$ cat src/rtl/q_max_argmax_pipe_pkg.sv
// Shared constants and helpers for the Q-value max/argmax reduction pipeline.
// Holds the binary32 encoding constants and the per-level element counts of the reduction tree.
package q_max_argmax_pipe_pkg;

  localparam int unsigned DATA_WIDTH = 32;
  localparam int unsigned FP_SIGN_BIT = 31;
  localparam logic [DATA_WIDTH-1:0] FP_POS_ZERO = '0;

  // Element count at a given level of the tree (level 0 is the raw row), rounding up.
  function automatic int unsigned level_count(int unsigned ch, int unsigned lvl);
    return (ch + (32'd1 << lvl) - 32'd1) >> lvl;
  endfunction

  // Start of a level within the flat node array that holds every level back to back.
  function automatic int unsigned level_offset(int unsigned ch, int unsigned lvl);
    int unsigned acc;
    acc = 0;
    for (int unsigned l = 0; l < 5; l++) begin
      if (l < lvl) acc += level_count(ch, l);
    end
    return acc;
  endfunction

  // Stage that writes register slot r, where slots cover levels 1 and up.
  function automatic int unsigned reg_stage(int unsigned ch, int unsigned r);
    int unsigned acc;
    int unsigned lvl;
    acc = 0;
    lvl = 0;
    for (int unsigned l = 0; l < 5; l++) begin
      acc += level_count(ch, l + 1);
      if (r >= acc) lvl = l + 1;
    end
    return lvl;
  endfunction

  // Maps binary32 onto an unsigned key whose integer order is the float order; -0 folds to +0.
  function automatic logic [DATA_WIDTH-1:0] fp_order_key(logic [DATA_WIDTH-1:0] x);
    logic [DATA_WIDTH-1:0] v;
    v = (x[FP_SIGN_BIT-1:0] == '0) ? FP_POS_ZERO : x;
    return v[FP_SIGN_BIT] ? ~v : {1'b1, v[FP_SIGN_BIT-1:0]};
  endfunction

endpackage

$ cat src/rtl/q_max_argmax_pipe_fp_max_idx_cell.sv
// Combinational binary32 max of two (value, index) pairs.
// Equal values (including +0 against -0) resolve to the lower index.
module fp_max_idx_cell
  import q_max_argmax_pipe_pkg::*;
#(
  parameter int unsigned IDX_W = 2
) (
  input  logic [DATA_WIDTH-1:0] a_val_i,
  input  logic [IDX_W-1:0]      a_idx_i,
  input  logic [DATA_WIDTH-1:0] b_val_i,
  input  logic [IDX_W-1:0]      b_idx_i,
  output logic [DATA_WIDTH-1:0] win_val_o,
  output logic [IDX_W-1:0]      win_idx_o
);

  logic [DATA_WIDTH-1:0] key_a;
  logic [DATA_WIDTH-1:0] key_b;
  logic                  b_wins;

  always_comb begin
    key_a     = fp_order_key(a_val_i);
    key_b     = fp_order_key(b_val_i);
    b_wins    = (key_b > key_a) || ((key_b == key_a) && (b_idx_i < a_idx_i));
    win_val_o = b_wins ? b_val_i : a_val_i;
    win_idx_o = b_wins ? b_idx_i : a_idx_i;
  end

endmodule

$ cat src/rtl/q_max_argmax_pipe.sv
// Pipelined max/argmax over a row of binary32 Q-values, one pairwise level per register stage.
// A single stall enable freezes the whole pipe while the output is held.
module q_max_argmax_pipe
  import q_max_argmax_pipe_pkg::*;
#(
  parameter int unsigned CHANNELS   = 4,
  parameter int unsigned DATA_WIDTH = q_max_argmax_pipe_pkg::DATA_WIDTH,
  localparam int unsigned LEVELS    = $clog2(CHANNELS),
  localparam int unsigned IDX_W     = (LEVELS > 1) ? LEVELS : 1
) (
  input  logic                           i_clk,
  input  logic                           i_rst,
  input  logic                           i_valid,
  output logic                           o_ready,
  input  logic [DATA_WIDTH*CHANNELS-1:0] i_data,
  output logic                           o_valid,
  input  logic                           i_ready,
  output logic [DATA_WIDTH-1:0]          o_max,
  output logic [IDX_W-1:0]               o_index
);

  localparam int unsigned NODES = level_offset(CHANNELS, LEVELS) + 1;
  localparam int unsigned NREGS = NODES - CHANNELS;

  // Node array: level 0 is the input row, later levels are the stage registers.
  logic [DATA_WIDTH-1:0] node_val [NODES];
  logic [IDX_W-1:0]      node_idx [NODES];
  logic [DATA_WIDTH-1:0] nxt_val  [NREGS];
  logic [IDX_W-1:0]      nxt_idx  [NREGS];
  logic [DATA_WIDTH-1:0] val_q    [NREGS];
  logic [DATA_WIDTH-1:0] val_d    [NREGS];
  logic [IDX_W-1:0]      idx_q    [NREGS];
  logic [IDX_W-1:0]      idx_d    [NREGS];
  logic [LEVELS-1:0]     vld_q;
  logic [LEVELS-1:0]     vld_d;
  logic [LEVELS-1:0]     stage_in;
  logic                  en;

  assign en       = !vld_q[LEVELS-1] || i_ready;
  assign stage_in = LEVELS'({vld_q, i_valid});

  for (genvar k = 0; k < CHANNELS; k++) begin : g_row
    assign node_val[k] = i_data[DATA_WIDTH*k +: DATA_WIDTH];
    assign node_idx[k] = IDX_W'(k);
  end

  for (genvar r = 0; r < NREGS; r++) begin : g_reg_node
    assign node_val[CHANNELS+r] = val_q[r];
    assign node_idx[CHANNELS+r] = idx_q[r];
  end

  for (genvar l = 0; l < LEVELS; l++) begin : g_lvl
    localparam int unsigned NIn    = level_count(CHANNELS, l);
    localparam int unsigned NOut   = level_count(CHANNELS, l + 1);
    localparam int unsigned InOff  = level_offset(CHANNELS, l);
    localparam int unsigned OutOff = level_offset(CHANNELS, l + 1) - CHANNELS;
    for (genvar j = 0; j < NOut; j++) begin : g_pair
      if (2 * j + 1 < NIn) begin : g_cmp
        fp_max_idx_cell #(
          .IDX_W(IDX_W)
        ) u_cell (
          .a_val_i  (node_val[InOff+2*j]),
          .a_idx_i  (node_idx[InOff+2*j]),
          .b_val_i  (node_val[InOff+2*j+1]),
          .b_idx_i  (node_idx[InOff+2*j+1]),
          .win_val_o(nxt_val[OutOff+j]),
          .win_idx_o(nxt_idx[OutOff+j])
        );
      end else begin : g_pass
        // Odd leftover rides through this level untouched.
        assign nxt_val[OutOff+j] = node_val[InOff+2*j];
        assign nxt_idx[OutOff+j] = node_idx[InOff+2*j];
      end
    end
  end

  always_comb begin
    vld_d = vld_q;
    val_d = val_q;
    idx_d = idx_q;
    if (en) begin
      vld_d = stage_in;
      for (int unsigned r = 0; r < NREGS; r++) begin
        if (stage_in[reg_stage(CHANNELS, r)]) begin
          val_d[r] = nxt_val[r];
          idx_d[r] = nxt_idx[r];
        end
      end
    end
  end

  always_ff @(posedge i_clk or posedge i_rst) begin
    if (i_rst) begin
      vld_q <= '0;
      for (int unsigned r = 0; r < NREGS; r++) begin
        val_q[r] <= FP_POS_ZERO;
        idx_q[r] <= '0;
      end
    end else begin
      vld_q <= vld_d;
      val_q <= val_d;
      idx_q <= idx_d;
    end
  end

  assign o_ready = en;
  assign o_valid = vld_q[LEVELS-1];
  assign o_max   = val_q[NREGS-1];
  assign o_index = idx_q[NREGS-1];

endmodule
$ cat config.mk
export PLATFORM = sky130hd
export DESIGN_NAME = q_max_argmax_pipe
export DESIGN_NICKNAME = d
export VERILOG_FILES = /design/src/rtl/q_max_argmax_pipe_pkg.sv /design/src/rtl/q_max_argmax_pipe_fp_max_idx_cell.sv /design/src/rtl/q_max_argmax_pipe.sv
export SDC_FILE = /design/constraint.sdc
export NUM_CORES = 1
export LEC_CHECK = 0
export BUFFER_PORTS_ARGS = -buffer_cell sky130_fd_sc_hd__buf_4
export CORE_ASPECT_RATIO = 1.25
export CORE_MARGIN = 1.5
export CORE_UTILIZATION = 50
export CTS_BUF_LIST = sky130_fd_sc_hd__clkbuf_4 sky130_fd_sc_hd__clkbuf_8
export DETAILED_ROUTE_END_ITERATION = 8
export GPL_ROUTABILITY_DRIVEN = 0
export PLACE_DENSITY_LB_ADDON = 0.08
export SETUP_SLACK_MARGIN = 0.1
export SYNTH_ARGS = -nofsm -noshare
export SYNTH_HDL_FRONTEND = slang
export SYNTH_SLANG_ARGS = --single-unit
$ cat constraint.sdc
create_clock -name i_clk -period 4.74 [get_ports i_clk]
set_clock_uncertainty 0.1 [all_clocks]
set_input_delay 1.185 -clock i_clk [delete_from_list [all_inputs] [get_ports i_clk]]
set_output_delay 1.185 -clock i_clk [all_outputs]
set_load 0.01 [all_outputs]
-- Yosys cells after proc, flatten, opt, wreduce, memory -nomap -nowiden
Cells that the tools add are included.
- flip-flop bits (word level): 104
- input port bits: 132
- output and inout bits: 36
- logic and storage cells: 52
- $lt $le $gt $ge: 5
- equal/unequal tests: 1
- multiplexer cells: 21
- bitwise operators: 6
- reductions and logical operators: 12
- operators by type and width (operator ; number):
    32-bit 2-to-1 mux ; 16
    32-bit NOT ; 6
    31-bit zero test ; 6
    32-bit greater-than comparator ; 3
    32-bit == test ; 1
    32-bit by 2-bit less-than comparator with 1-bit output (second input constant) ; 1
    1-bit 2-to-1 mux ; 4
    2-bit AND reduction ; 2
    1-bit logical OR ; 2
    2-bit less-than comparator ; 1
    2-bit 2-to-1 mux ; 1
    1-bit logical AND ; 1
    1-bit zero test ; 1

-- Longest topological paths before layout
Gate-level depths: netlist (run 1).
- word-level depth: 8
- gate-level depth with buffers: 15
- mapped depth without buffers: 13

-- Modules after synthesis
A second synthesis (run 1) with hierarchy kept.
- cell total of the unflattened synthesis: 1109
- area total of the unflattened synthesis: 10892.9 um^2
- by module, submodules not included (module ; instances ; cells an instance ; area each (um^2) ; seq. area each (um^2)):
    fp_max_idx_cell ; 3 ; 283 ; 2237.1 ; 0.0
    q_max_argmax_pipe ; 1 ; 260 ; 4181.5 ; 2602.5

-- Least setup slack after synthesis (run 1)
No wires, ideal clock.
- kind: input -> register
- from: input i_data[18]
- to: register val_q (netlist bit node_val[72])
- setup time: 77 ps
- data arrival time: 4319 ps
- data required time: 4563 ps
- setup slack: 243 ps
- stages on the path: 14
- path buffers: 2
- path through: or4_1 -> nor4_1 -> nand4_1 -> clkbuf_1 -> nand2_1 -> ha_1 -> a21oi_1 -> o21ai_0 -> or4_1 -> a2111oi_4 -> o31a_1 -> buf_2 -> o22ai_1 -> a21oi_1
- word-level cells in the longest chain between the ends: 6
- ends and longest elaborated chain (element ; line ; source):
    start, declared ; q_max_argmax_pipe.sv:15 ; input logic [DATA_WIDTH*CHANNELS-1:0] i_data,
    31-bit zero test ; q_max_argmax_pipe_pkg.sv:40 ; v = (x[FP_SIGN_BIT-1:0] == '0) ? FP_POS_ZERO : x;
    32-bit 2-to-1 mux (*) ; q_max_argmax_pipe_pkg.sv:40 ;
    32-bit NOT ; q_max_argmax_pipe_pkg.sv:41 ; return v[FP_SIGN_BIT] ? ~v : {1'b1, v[FP_SIGN_BIT-1:0]};
    32-bit 2-to-1 mux (*) ; q_max_argmax_pipe_pkg.sv:41 ;
    32-bit greater-than comparator (*) ; q_max_argmax_pipe_fp_max_idx_cell.sv:23 ; b_wins = (key_b > key_a) || ((key_b == key_a) && (b_idx_i < a_idx_i));
    32-bit 2-to-1 mux (*) ; q_max_argmax_pipe_fp_max_idx_cell.sv:24 ; win_val_o = b_wins ? b_val_i : a_val_i;
    end signal, assigned ; q_max_argmax_pipe.sv:101 ; val_q <= val_d;
    end, declared ; q_max_argmax_pipe.sv:30 ; logic [DATA_WIDTH-1:0] val_q [NREGS];
Mark *: on every way between the ends. The rest lies on a longest branch, timed or not.
A chain may end at the register's enable or synchronous reset.

-- Worst setup path after layout (run 1)
- from: input i_data[82]
- to: register val_q (netlist bit node_val[52])
The elaborated chain is that of the path after synthesis.

==> metrics.md, run 1 <==
| Metric | Value |
|---|---|
| Hold Crit Depth | 2 |
| Row cnt | 58 |
| CP bufs+invs | 3 |
| FMAX | 222.8 MHz |
| Register area share after synthesis | about a quarter |
| DIE AREA | 21680 um2 |
| Asr flop ratio synth | 100.0% |
| Total Routing Usage GR | 28.67% |
| CTS Hold Buffers Added | 0 |
| Die H | 164.2 um |
| Crit path max-delay family | simple AND/OR/NAND/NOR gates |
| Fill count | ~1800 |
| Clock input transition at the sequential cells of the worst setup and hold paths | 110 ps |
| RR Startpoint | node_val[89] |
| Crit Path Class | in2reg |
| Period minus WS final | approximately 4500 ps |
| I/O pins | about 170 |
| Slowest stage delay, CP | 590 ps |
| Register bit total from synthesis | around 100 |
| Grt ovf | 0 |
| PwrDens | around 370 nW/um2 |
| CTS root buf | clkbuf_8 |
| Starting DRC count in detailed routing | 636 |
| Post-route ant nets | 0 |
| Vias | around 11000 |
| Placed cells | 1773 |
| Worst Path Max Fanout | 31 |
| Commonest cells after routing, fill and taps aside | buf_4, nand2_1, nor2_1 |
| Most common cell on crit path | nand3_1 |
| Flop-to-flop setup slack | 470 ps |
| Hold_sp | vld_q[0] |
| Final Cell Area | 12930 um2 |
| Pleak | 0.005795 uW |
| Drt first pass iters | 5 |
| First-pass GRT wire length | approximately 50000 um |
| Most common cell after layout, fill and taps aside | buf_4 |
| Largest net degree at the start of global routing | 96 |
| CORE AREA | 20250 um2 |
| Post-Syn Instances | 1327 |
| Finished Core Util | a little under two thirds |
| Diodes inserted | 0 |
| Distinct cells, synth | 66 |
| Clk Latency, worst-skew pair | 390 ps |
| Worst Max-Slew Pin Slew | 1187 ps |
| CP max-delay cell | or4_4 |
| TritonCTS buffer count | 9 |
| VDD IR max | between 150 and 200 uV |
| Final Hold Viols | 0 |
| Mapped cell area | between 10000 and 15000 um2 |
| Port Buf Inserts | 167 |
| Main synth FF type | dfrtp_1 |
| Area of the multi-input gates | 7432 um2 |
| Synth warn | 0 |
| Syn avg cell area | between 7 and 8 um2 |
| Hold Path End | vld_q[1] |
| Initial antenna violation count | 0 |
| Register area | 2577 um2 |
| Max_cap viols | 0 |
| Area Overhead vs Synth | 24.39% |
| # DRC | 0 |
| CP cell instances | buf_4 -> or4_1 -> nor4_2 -> nand4_2 -> buf_6 -> nand2_1 -> ha_1 -> nand3_1 -> or4_4 -> or3_4 -> nor3b_4 -> a211oi_2 -> buf_12 -> nand3_1 -> a31oi_1 |
| Period utilisation layout | 94.69% |
| WL per Instance | between 15 and 20 um |
| Initial Util | 51.36% |
| Vias in the first global route | 9799 |
| Crit path arrival time | 4600 ps |
| Worst min path class | reg2reg |
| Post-Syn Nets | 1553 |
| Post-layout net count | around 1700 |
| CTS H-tree depth | 3 |
| CTS Buffer Depth | 2 |
| Final Max Slew Viols | 0 |
| Levels on crit path | 15 |
| RSZ-0062 raised after global routing | true |
| Place WS | -436.4 ps |
| Die X | 132.0 um |
| Layout cells sized above 1 | 22.79% |
| Post-DP Area | 12540 um2 |
| Worst slew margin | around a fifth |
| Post-route insts no fill | 1797 |
| Number of synthesized flops with an enable pin | 0 |
| CP endpoint kind | flip-flop |
| Clock Sinks | about 100 |
| CP Data Required Time | 4850 ps |
| Post-DP HPWL | 24330 um |
| Via density | 5.853 |
| Worst setup margin | 251.7 ps |
| Reg-to-reg endpoint | o_max[17] |
| CP Launch Type | input pin |
| Final wirelength | 31790 um |
| Final setup fails | 0 |
| TritonCTS clock tree | yes |
| Status | complete, no violations |
| Cell count of the worst reg-to-reg path | 14 |
-- how the worst max path moves through the flow --
| stage | slack, ps | startpoint | to |
|---|---|---|---|
| 2_1_floorplan | 240 | i_data[18] | node_val[72] |
| 3_3_place_gp | -390 | i_data[18] | node_val[85] |
| 3_5_place_dp | -440 | i_data[18] | node_val[91] |
| 4_1_cts | 120 | i_data[18] | node_val[91] |
| 5_1_grt | 90 | i_data[98] | node_val[52] |
| 6_report | 250 | i_data[82] | node_val[52] |
-- logic make-up after synthesis --
kind of cell / after synthesis / synth area share (%)
AOI/OAI and AO/OA: 328 / 21.24
xor gates and xnor gates: 186 / 15.67
adders and majority gates: 94 / 11.31
buffers and inverters: 115 / 5.282
DFF: 103 / 24.79
and+or+nand+nor: 501 / 21.72
-- metal layers --
layer  track usage, %  wire (um)  vias to the layer above
met5                0          0                        -
met2            49.81      15570                      371
met1            36.76      13390                     4887
met4            11.57       1150                        0
li1                 -          -                     5199
met3            2.593       1681                       61
-- cell usage after synthesis (5+ instances only) --
cell type / number / area, um2
o21a_1: 5 / 37.54
a21oi_1: 63 / 315.3
o22ai_1: 32 / 200.2
xnor2_1: 92 / 805.8
o31ai_1: 6 / 45.04
buf_6: 6 / 67.56
nor3_1: 7 / 35.03
ha_1: 94 / 1176
o2111ai_1: 35 / 306.5
nand2_1: 181 / 679.4
and2_1: 5 / 31.28
a31oi_1: 34 / 212.7
o21ai_0: 44 / 220.2
buf_2: 13 / 65.06
nand4_1: 27 / 168.9
o21ai_1: 7 / 35.03
o211ai_1: 69 / 518.0
a21o_1: 9 / 67.56
nor4_1: 44 / 275.3
inv_1: 6 / 22.52
nand3_1: 39 / 195.2
clkbuf_1: 78 / 292.8
dfrtp_1: 103 / 2577
nor2_1: 169 / 634.4
xor2_1: 94 / 823.3
-- metrics by stage --
stage | total power [uW] | hold slack (ps) | TNS (ps)
6_report | 4762 | 403.7 | 0
5_1_grt | 5159 | 437.6 | 0
4_1_cts | 4730 | 401.1 | 0
3_5_place_dp | 4129 | 380.3 | -20980
3_3_place_gp | 4077 | 362.5 | -18280
2_1_floorplan | 3173 | 350.7 | 0
-- flip-flops by register name, indices dropped and copies added (netlist names) --
register and flops:
o_index 2, vld_q 2, node_val 64, idx_q 3, o_max 32
-- report_power, final --
part	switching, uW	internal, uW	leakage, uW	total [uW]
logic	1420	1230	0.00446	2660
clock network	333	256	0.000108	590
registers	353	1160	0.00123	1510
-- worst register-to-register path: stages (launching register included) --
cell       delay, ps
dfrtp_1          450
or4_1            530
nor4_1           360
nand4b_1         170
and2_1           230
xnor2_1          130
ha_1             300
nand4_1          120
nor4_1           420
nand4_1          210
nand2b_1         230
or2_2            320
buf_4            240
o2111ai_1        200
o211ai_1         140
-- area by class of cell --
| type | instances | area share, % |
|---|---|---|
| inverter | 6 | 0.1935 |
| clock inverter | 7 | 0.6771 |
| tap | 270 | 2.612 |
| sequential | 103 | 19.93 |
| timing repair buffer | 291 | 18.18 |
| clock buffer | 9 | 0.9576 |
| multi-input combinational | 1111 | 57.46 |
-- what timing repair did --
| item | CTS | global route |
|---|---|---|
| cloned | 0 | 4 |
| setup buffers | 0 | 4 |
| pin swaps | 0 | 7 |
| endpoints found under the setup margin | 33 | 49 |
| gates resized for setup | 2 | 15 |
No activity file was read; power rests on OpenSTA's default activity.
==> run 2: changes to the inputs <==
--- a/config.mk
+++ b/config.mk
@@ -5,6 +5,7 @@
 export SDC_FILE = /design/constraint.sdc
 export NUM_CORES = 1
 export LEC_CHECK = 0
+export ABC_AREA = 1
 export BUFFER_PORTS_ARGS = -buffer_cell sky130_fd_sc_hd__buf_4
 export CORE_ASPECT_RATIO = 1.25
 export CORE_MARGIN = 1.5
==> run 2 against run 1 <==
Against the previous run: hold slack got worse by 18 ps; clock power decreased by 4.7%; power decreased by 10%; sequential share of layout area increased by 1.5 points; non-clock buffer count decreased by 92; highest routed layer unchanged.
==> metrics.md, run 2 <==
| Metric | Value |
|---|---|
| Crit Path Class | in2reg |
| CP Data Required Time | 4910 ps (+60 ps) |
| CTS Hold Buffers Added | 0 (unchanged) |
| Main synth FF type | dfrtp_1 |
| Worst hold slack | 386.1 ps (-17.68 ps) |
| Worst slew margin | 35.38% (+15 points) |
| Final Cell Area | 12010 um2 (-7.2%) |
| Pleak | 0.006608 uW (+14%) |
| CP max-delay cell | o21ai_2 |
| Reg-to-reg endpoint | o_max[16] |
| Worst Setup EP | node_val[76] |
| CP cell instances | buf_4 -> nor2_1 -> nand2_1 -> nor2_1 -> nand2_1 -> o21ai_2 -> nand2_1 -> o21ai_0 -> ha_1 -> nand2_1 -> inv_1 -> nand3_1 -> nor3_1 -> inv_1 -> o21ai_0 -> nand4_1 -> nand3_2 -> buf_4 -> nand3_1 -> nand3_1 -> nand2_1 |
| Grt ovf | 0 (unchanged) |
| Register bit total from synthesis | 103 (unchanged) |
| Placed cells | 2015 (+14%) |
| Int Power | 2359 uW (-11%) |
| Met3 GRT Util | 4.004% (+1.4 points) |
| Period minus WS final | 4198 ps (-290.4 ps) |
| Comb power frac | 54.7% (-1.1 points) |
| CTS root buf | clkbuf_8 |
| RR Startpoint | node_val[65] |
| Cell count of the worst reg-to-reg path | 22 (+8) |
| Met1 Usage GRT | 32.78% (-4.0 points) |
| Area Overhead vs Synth | 17.00% |
| CP endpoint kind | flip-flop |
| Most common cell in the synthesized netlist | nand2_1 |
| Syn avg cell area | 6.331 um2 (-19%) |
| Flop-to-flop setup slack | 630 ps (+160 ps) |
| Post-synth top area share | 25.12% (+0.33 points) |
| Initial antenna violation count | 0 (unchanged) |
| Max reg flops | 64 (unchanged) |
| Period utilisation layout | 88.56% (-6.1 points) |
| Register share of total power | 32.2% (+0.4 points) |
| CTS H-tree depth | 3 (unchanged) |
| RSZ-0062 raised after global routing | false |
| Die X | 131.1 um (-0.64%) |
| Vias in the first global route | 10310 (+5.2%) |
| First-pass GRT wire length | 49700 um (-1.4%) |
| Busiest grt layer | met2 |
| WL per Instance | 14.98 um (-15%) |
| DIE AREA | 21400 um2 (-1.3%) |
| VDD IR max | 239.6 uV (+35%) |
| Synth cell count leaders | nand2_1, inv_1, nand3_1 |
| CTS Buffer Depth | 2 (unchanged) |
| FMAX | 238.2 MHz (+6.9%) |
| PwrDens | 356.2 nW/um2 (-3.2%) |
| Critical Path Source | i_data[5] |
| Distinct cells, synth | 33 (-50%) |
| Worst Path Max Fanout | 19 (-39%) |
| Sw Share | 44.85% (+0.53 points) |
| Post-Syn Nets | 1847 (+19%) |
| Final Max Slew Viols | 0 (unchanged) |
| CORE AREA | 20100 um2 (-0.72%) |
| Top cells by area, synth | dfrtp_1, nand2_1, ha_1 |
| Diodes inserted | 0 (unchanged) |
| CP Launch Type | input pin |
| Mapped cell area | 10260 um2 (-1.3%) |
| Die H | 163.2 um (-0.65%) |
| Most common cell on crit path | nand2_1 |
| Slowest stage delay, CP | 410 ps (-180 ps) |
| Final Hold Viols | 0 (unchanged) |
| Layout cells sized above 1 | 13.29% (-9.5 points) |
| Largest net degree at the start of global routing | 81 (-16%) |
| Register area | 2577 um2 (unchanged) |
| Commonest cells after routing, fill and taps aside | nand2_1, inv_1, buf_4 |
| Clock input transition at the sequential cells of the worst setup and hold paths | 100 ps (about the same) |
| Clk network pwr share | 13.1% (+0.7 points) |
| Finished Core Util | 59.73% (-4.2 points) |
| Max_cap viols | 0 (unchanged) |
| TritonCTS buffer count | 9 (unchanged) |
| Port Buf Inserts | 167 (unchanged) |
| Synth warn | 0 (unchanged) |
| Worst min path class | reg2reg |
| Final wirelength | 30430 um (-4.3%) |
| Drt first pass iters | 5 (unchanged) |
| Post-layout net count | 1982 (+13%) |
| TritonCTS clock tree | yes |
| Vias | 10780 (+2.5%) |
| Initial Util | 51.05% (-0.31 points) |
| Final setup fails | 0 (unchanged) |
| Worst Max-Slew Pin Slew | 969.2 ps (-217.7 ps) |
| Setup TNS | 0 ps (unchanged) |
| Clk Latency, worst-skew pair | 380 ps (about the same) |
| Post-DP Area | 11800 um2 (-5.9%) |
| Met2 Use GR | 51.49% (+1.7 points) |
| Post-DP HPWL | 24370 um (+0.14%) |
| Asr flop ratio synth | 100.0% (unchanged) |
| Post-Syn Instances | 1621 (+22%) |
| Fill count | 2049 (+11%) |
| Via density | 5.306 (-9.3%) |
| Clock Sinks | 103 (unchanged) |
| Row cnt | 58 (unchanged) |
| Area leader, netlist | dfrtp_1 |
| Most common cell after layout, fill and taps aside | nand2_1 |
| Number of synthesized flops with an enable pin | 0 (unchanged) |
| Register area share after synthesis | 25.12% (+0.33 points) |
| Post-route ant nets | 0 (unchanged) |
| Psw | 1918 uW (-9.1%) |
| Status | complete, no violations |
| # DRC | 0 (unchanged) |
| Starting DRC count in detailed routing | 633 (-0.47%) |
| Crit path arrival time | 4360 ps (-240 ps) |
| I/O pins | 168 (unchanged) |
| Post-route insts no fill | 2031 (+13%) |
| Area of the multi-input gates | 6619 um2 (-11%) |
| Total Routing Usage GR | 28.72% (+0.049 points) |
==> run 2: cell count changes after synthesis, moves of 24 or more <==
cell	previous run	this run
o211ai_1	69	2
inv_1	6	202
clkbuf_1	78	43
o21ai_0	44	78
nor4_1	44	13
nand3_1	39	194
a31oi_1	34	1
o22ai_1	32	0
xor2_1	94	70
nand2_1	181	477
o2111ai_1	35	0
a21oi_1	63	91
xnor2_1	92	5
==> run 2: how the worst min path moves through the flow <==
stage	slack, ps	cells after the start	start	to
finish	390	2	node_val[67]	node_val[67]
global route	410	2	vld_q[0]	vld_q[1]
CTS	390	2	node_val[67]	node_val[67]
detailed placement	370	2	node_val[67]	node_val[67]
global placement	360	2	vld_q[0]	vld_q[1]
floorplan	330	2	vld_q[0]	vld_q[1]
==> run 2: metal layers <==
metal | up-vias | part of all wire (%)
li1 | 5467 | -
met2 | 329 | 50
met5 | - | 0
met1 | 4878 | 40
met4 | 0 | 5.6
met3 | 103 | 4.9
==> run 2: power groups by stage <==
stage / registers [uW] / clock network (uW) / logic [uW]
4_1_cts: 1370 / 578 / 2340
5_1_grt: 1400 / 610 / 2670
2_1_floorplan: 1370 / 0 / 1520
6_report: 1380 / 562 / 2340
3_5_place_dp: 1390 / 0 / 2330
3_3_place_gp: 1380 / 0 / 2280
==> run 2: final cells by class <==
cell class / count / area share [%]
clock buffer: 12 / 1.219
sequential: 103 / 21.47
multi-input combinational: 1240 / 55.13
clock inverter: 4 / 0.4585
timing repair buffer: 199 / 12.55
tap: 270 / 2.814
inverter: 203 / 6.367
==> run 2: logic make-up after synthesis <==
logic type	count (synthesis)	synth area share [%]
simple gates	883	36.37
fa+ha+maj	94	11.46
compound gates	188	9.729
xor+xnor	75	6.401
flops	103	25.12
buf+inv	278	10.92
==> run 2: critical path, delay by kind of cell <==
kind | cells | cell delay [ps]
and+or+nand+nor | 13 | 1640
AOI/OAI and AO/OA | 3 | 860
buffers and inverters | 4 | 500
adders and majority gates | 1 | 160
==> run 2: timing repair <==
| item | 4_1_cts | 5_1_grt |
|---|---|---|
| setup endpoints to repair | 0 | 2 |
| buffers inserted | 0 | 0 |
| endpoints found under the hold margin | 0 | 0 |
| gates resized for setup | 0 | 1 |
==> run 2: per-stage QoR <==
stage / worst slack [ps] / power [uW]
after floorplan: 751.2 / 2886
after global routing: 218.8 / 4681
after CTS: 529.3 / 4290
final: 542.1 / 4277
after global placement: 157.2 / 3663
after detailed placement: 126.7 / 3712
